===== config.mk =====
export PLATFORM = sky130hd
export DESIGN_NAME = alu_mul_sequencer
export DESIGN_NICKNAME = d
export VERILOG_FILES = /design/src/rtl/alu_mul_sequencer.sv
export SDC_FILE = /design/constraint.sdc
export NUM_CORES = 1
export LEC_CHECK = 0
export CAP_MARGIN = 20
export CORE_ASPECT_RATIO = 1.2
export CORE_MARGIN = 1
export CORE_UTILIZATION = 50
export CTS_BUF_LIST = sky130_fd_sc_hd__clkbuf_4
export DETAILED_ROUTE_END_ITERATION = 7
export MAX_ROUTING_LAYER = met4
export PLACE_DENSITY = 0.85
export SYNTH_ARGS = -nofsm -noshare
export SYNTH_HDL_FRONTEND = slang
export SYNTH_SLANG_ARGS = --single-unit

===== constraint.sdc =====
create_clock -name clk -period 12.6 [get_ports clk]
set_input_delay 1.89 -clock clk [delete_from_list [all_inputs] [get_ports clk]]
set_output_delay 1.89 -clock clk [all_outputs]
set_load 0.05 [all_outputs]

===== src/rtl/alu_mul_sequencer.sv =====
// alu_mul_sequencer: shift-and-add 32x32 multiply (low 32 bits) driving the shared ALU one op per cycle
module alu_mul_sequencer #(
   parameter logic [3:0] OP_ADD = 4'b0001,
   parameter logic [3:0] OP_SHL = 4'b0011,
   parameter logic [3:0] OP_SHR = 4'b0100,
   parameter logic [3:0] OP_NOP = 4'b0000
) (
   input  logic        clk,
   input  logic        reset,
   input  logic        start,
   input  logic [31:0] a_in,
   input  logic [31:0] b_in,
   output logic        busy,
   output logic        done,
   output logic [31:0] product,
   output logic [5:0]  iterations,
   output logic [3:0]  alu_op,
   output logic [31:0] alu_a,
   output logic [31:0] alu_b,
   input  logic [31:0] alu_result,
   input  logic        alu_zero
);
   typedef enum logic [2:0] {S_IDLE, S_ADD, S_SHL, S_SHR, S_DONE} state_t;
   state_t      state_q, state_d;
   logic [31:0] mcand_q, mcand_d, mplier_q, mplier_d, acc_q, acc_d, product_q, product_d;
   logic [5:0]  iter_q, iter_d;
   always_ff @(posedge clk or posedge reset) begin
      if (reset) begin
         state_q   <= S_IDLE;
         mcand_q   <= '0;
         mplier_q  <= '0;
         acc_q     <= '0;
         product_q <= '0;
         iter_q    <= '0;
      end else begin
         state_q   <= state_d;
         mcand_q   <= mcand_d;
         mplier_q  <= mplier_d;
         acc_q     <= acc_d;
         product_q <= product_d;
         iter_q    <= iter_d;
      end
   end
   always_comb begin
      state_d   = state_q;
      mcand_d   = mcand_q;
      mplier_d  = mplier_q;
      acc_d     = acc_q;
      product_d = product_q;
      iter_d    = iter_q;
      case (state_q)
         S_IDLE: if (start) begin
            state_d  = S_ADD;
            mcand_d  = a_in;
            mplier_d = b_in;
            acc_d    = '0;
            iter_d   = '0;
         end
         S_ADD: begin
            acc_d   = alu_result;
            state_d = S_SHL;
         end
         S_SHL: begin
            mcand_d = alu_result;
            state_d = S_SHR;
         end
         S_SHR: begin
            mplier_d  = alu_result;
            iter_d    = iter_q + 6'd1;
            state_d   = alu_zero ? S_DONE : S_ADD;
            product_d = alu_zero ? acc_q : product_q;
         end
         default: state_d = S_IDLE;
      endcase
   end
   // ALU operands are purely a function of state and registers
   always_comb begin
      busy   = state_q == S_ADD || state_q == S_SHL || state_q == S_SHR;
      done   = state_q == S_DONE;
      alu_op = state_q == S_ADD ? OP_ADD : state_q == S_SHL ? OP_SHL : state_q == S_SHR ? OP_SHR : OP_NOP;
      alu_a  = state_q == S_ADD ? acc_q : state_q == S_SHL ? mcand_q : state_q == S_SHR ? mplier_q : '0;
      alu_b  = state_q == S_ADD ? (mplier_q[0] ? mcand_q : '0) :
               (state_q == S_SHL || state_q == S_SHR) ? 32'd1 : '0;
   end
   assign product    = product_q;
   assign iterations = iter_q;
endmodule


==> results.py <==
metrics = {
    "status": {
        "status": "finished clean",
    },
    "setup_path": {
        "r2r.worst_path.cells": 3,
        "path_cells": "or3b_2 > buf_4 > nand2b_1 > clkdlybuf4s50_1",
        "required_ps": 10710,
        "max_stage_delay_ps": 1060,
        "crit_start": "state_q[1]$_DFFE_PP0P_",
        "timing.critical_path.buf_inv": 2,
        "worst-path-stages": 4,
        "cp_top_family": "buffers and inverters",
        "cp_slowest_cell": "dfrtp_2",
        "arrival_ps": 3730,
        "cp-start-kind": "flip-flop",
        "cp-endpoint": "alu_op[0]",
        "crit_fanout": 43,
        "crit_type": "reg2out",
        "timing.rr.end": "product[28]$_DFFE_PP0P_",
        "r2r_slack_ps": 9880,
        "r2r_start": "state_q[1]$_DFFE_PP0P_",
        "cp-end-kind": "output pin",
    },
    "floorplanning": {
        "die_w_um": 108,
        "rows": 46,
        "dieArea_um2": 13900,
        "start_util": 0.511,
        "fp.dieH_um": 129,
        "core-area_um2": 13200,
        "ios": 208,
    },
    "timing": {
        "maxSlewHeadroom": 0.325,
        "drv_slew": 0,
        "clock.fmax_mhz": 178,
        "timing.hold.ws_ps": 520,
        "rsz0062_at_grt": "no",
        "skew_ps": 26.9,
        "min_period_over_period": 0.446,
        "setup_violations": 0,
        "worst_slew_pin_slew_ps": 1010,
        "final.setup.tns_ps": 0,
        "finalHoldViolCount": 0,
        "fin_crit_ps": 5620,
    },
    "detailed_routing": {
        "wl_um": 19700,
        "drc": 0,
        "ant_nets": 0,
        "dr.pass1.iters": 5,
        "via_per_inst": 5.93,
        "drtIter0Drc": 491,
        "vias": 6180,
        "routedWlPerCell_um": 18.9,
    },
    "global_route": {
        "grt_util_met2": 0.489,
        "grt_use_met1": 0.357,
        "antenna_found_initial": 2,
        "grtUsageMet3": 0.0488,
        "grt_pass1_wl_um": 30900,
        "overflow": 0,
        "grt_usage": 0.300,
        "grt.busiest_layer": "met2",
        "grt_max_degree": 72,
        "first_global_vias": 6304,
    },
    "synthesis": {
        "syn_area_um2": 6730,
        "ys_warn_count": 0,
        "synth_area_leaders": "dfrtp_1 (51%), mux2_2 (11%), nand2_1 (7.4%)",
        "syn_area_per_cell_um2": 9.75,
        "synth_top_area_frac": 0.509,
        "yosys.cell_types.count": 34,
        "post-synth-top-area-cell": "dfrtp_1",
        "ys_async_sr_fraction": 1.00,
        "synth_seq_area_share": 0.509,
        "ys_ff_latch": 137,
        "synthFlopType": "dfrtp_1",
        "synth_edf_count": 0,
        "synthTopCellsByCount": "dfrtp_1 (137), nand2_1 (132), nor2_1 (102), a31oi_1 (65), mux2_2 (65)",
        "synth.most_common_cell": "dfrtp_1",
        "netlist_instances": 691,
        "syn_nets": 792,
    },
    "layout": {
        "final_cells": 1043,
        "final_layout_size_suffix_gt1_frac": 0.128,
        "syn_to_final_growth_pct": 33.5,
        "num-nets-final": 964,
        "finalCoreUtilization": 0.682,
    },
    "hold_path": {
        "hold_path.class": "reg2reg",
        "holdCritStartpoint": "product[14]$_DFFE_PP0P_",
    },
    "place": {
        "gp_congestion": 0.829,
        "portBuffers": 206,
        "dp.cells": 1012,
        "dp_hpwl_um": 12800,
    },
    "job": {
        "max-cap-violations": 0,
    },
    "clock_network": {
        "htreeDepth": 4,
        "postCtsSetupRepairBufs": 0,
        "cts_made_buffers": 17,
        "clock-sinks": 137,
        "cts_resized": 0,
        "clkLatencyLatePin_ps": 550,
        "cts-root-buf": "clkbuf_4",
        "cts_max_path_buffers": 2,
        "hold_buffers": 0,
        "cts_tree": "yes",
        "clkTransAtPathRegs_ps": 110,
    },
    "power": {
        "total_power_mw": 2.84,
        "powerDensity_nw_per_um2": 315,
        "ir_drop_mv": 0.240,
        "p_leak_nw": 3.95,
    },
}
[layout make-up]
cell class,count,area [um2]
diodes,2,5.00
clock buffers,22,165
clock inverters,7,32.5
fillers,1051,4190
inverters,5,23.8
multi-input cells,488,3000
flip-flops and latches,137,3430
well taps,168,210
repair buffers,214,2120
[cells in the final DEF (no fill, tap or decap), drive strengths merged, types with 3 or more instances in the layout]
cell type,synthesis,routed
and2,32,32
inv,4,4
mux2,65,65
nor2,102,102
clkbuf,30,22
clkinv,1,8
nand2,132,132
a31oi,65,65
nand3,3,3
a22oi,32,32
clkdlybuf4s50,0,206
buf,31,8
dfrtp,137,137
a22o,34,34
[how the worst min path moves through the flow]
stage / endpoint / slack [ps] / cells after the start
6_report: product[14]$_DFFE_PP0P_ / 520 / 1
5_1_grt: product[28]$_DFFE_PP0P_ / 540 / 1
4_1_cts: product[4]$_DFFE_PP0P_ / 520 / 1
3_5_place_dp: product[4]$_DFFE_PP0P_ / 500 / 1
3_3_place_gp: product[14]$_DFFE_PP0P_ / 490 / 1
2_1_floorplan: acc_q[0]$_DFFE_PP0P_ / 480 / 1
[cell families after synthesis]
group,synth area share
simple gates,0.181
buf+inv,0.0494
fa+ha+maj,0.00186
compound gates,0.145
other cells,0.000557
flops,0.509
xor+xnor,0.00130
mux,0.112
[per-stage QoR]
stage / worst slack, ps / cell area [um2]
after floorplan: 7040 / 6730
after global placement: 7630 / 8790
after detailed placement: 7580 / 8790
after CTS: 6960 / 8980
after global routing: 6830 / 8990
final: 6980 / 8990
[where the power goes]
part,internal [mW],switching (mW)
registers,0.648,0.188
clock network,0.0827,0.148
logic,0.653,1.12
total,1.38,1.45
[worst register-to-register path: stages (launching register included)]
cell,delay (ps)
dfrtp_2,1060
nand4b_2,740
buf_4,480
mux2_2,310
[registers in the layout, summed over array words and instances (netlist names)]
register / cells
iterations: 6
mplier_q: 32
acc_q: 32
product: 32
mcand_q: 32
state_q: 3
[per-layer routing]
layer,up-vias,wire length [um]
li1,2747,-
met1,3017,7710
met2,355,9900
met3,61,1420
met4,0,667
met5,-,0
(Power assumes the default switching activity.)
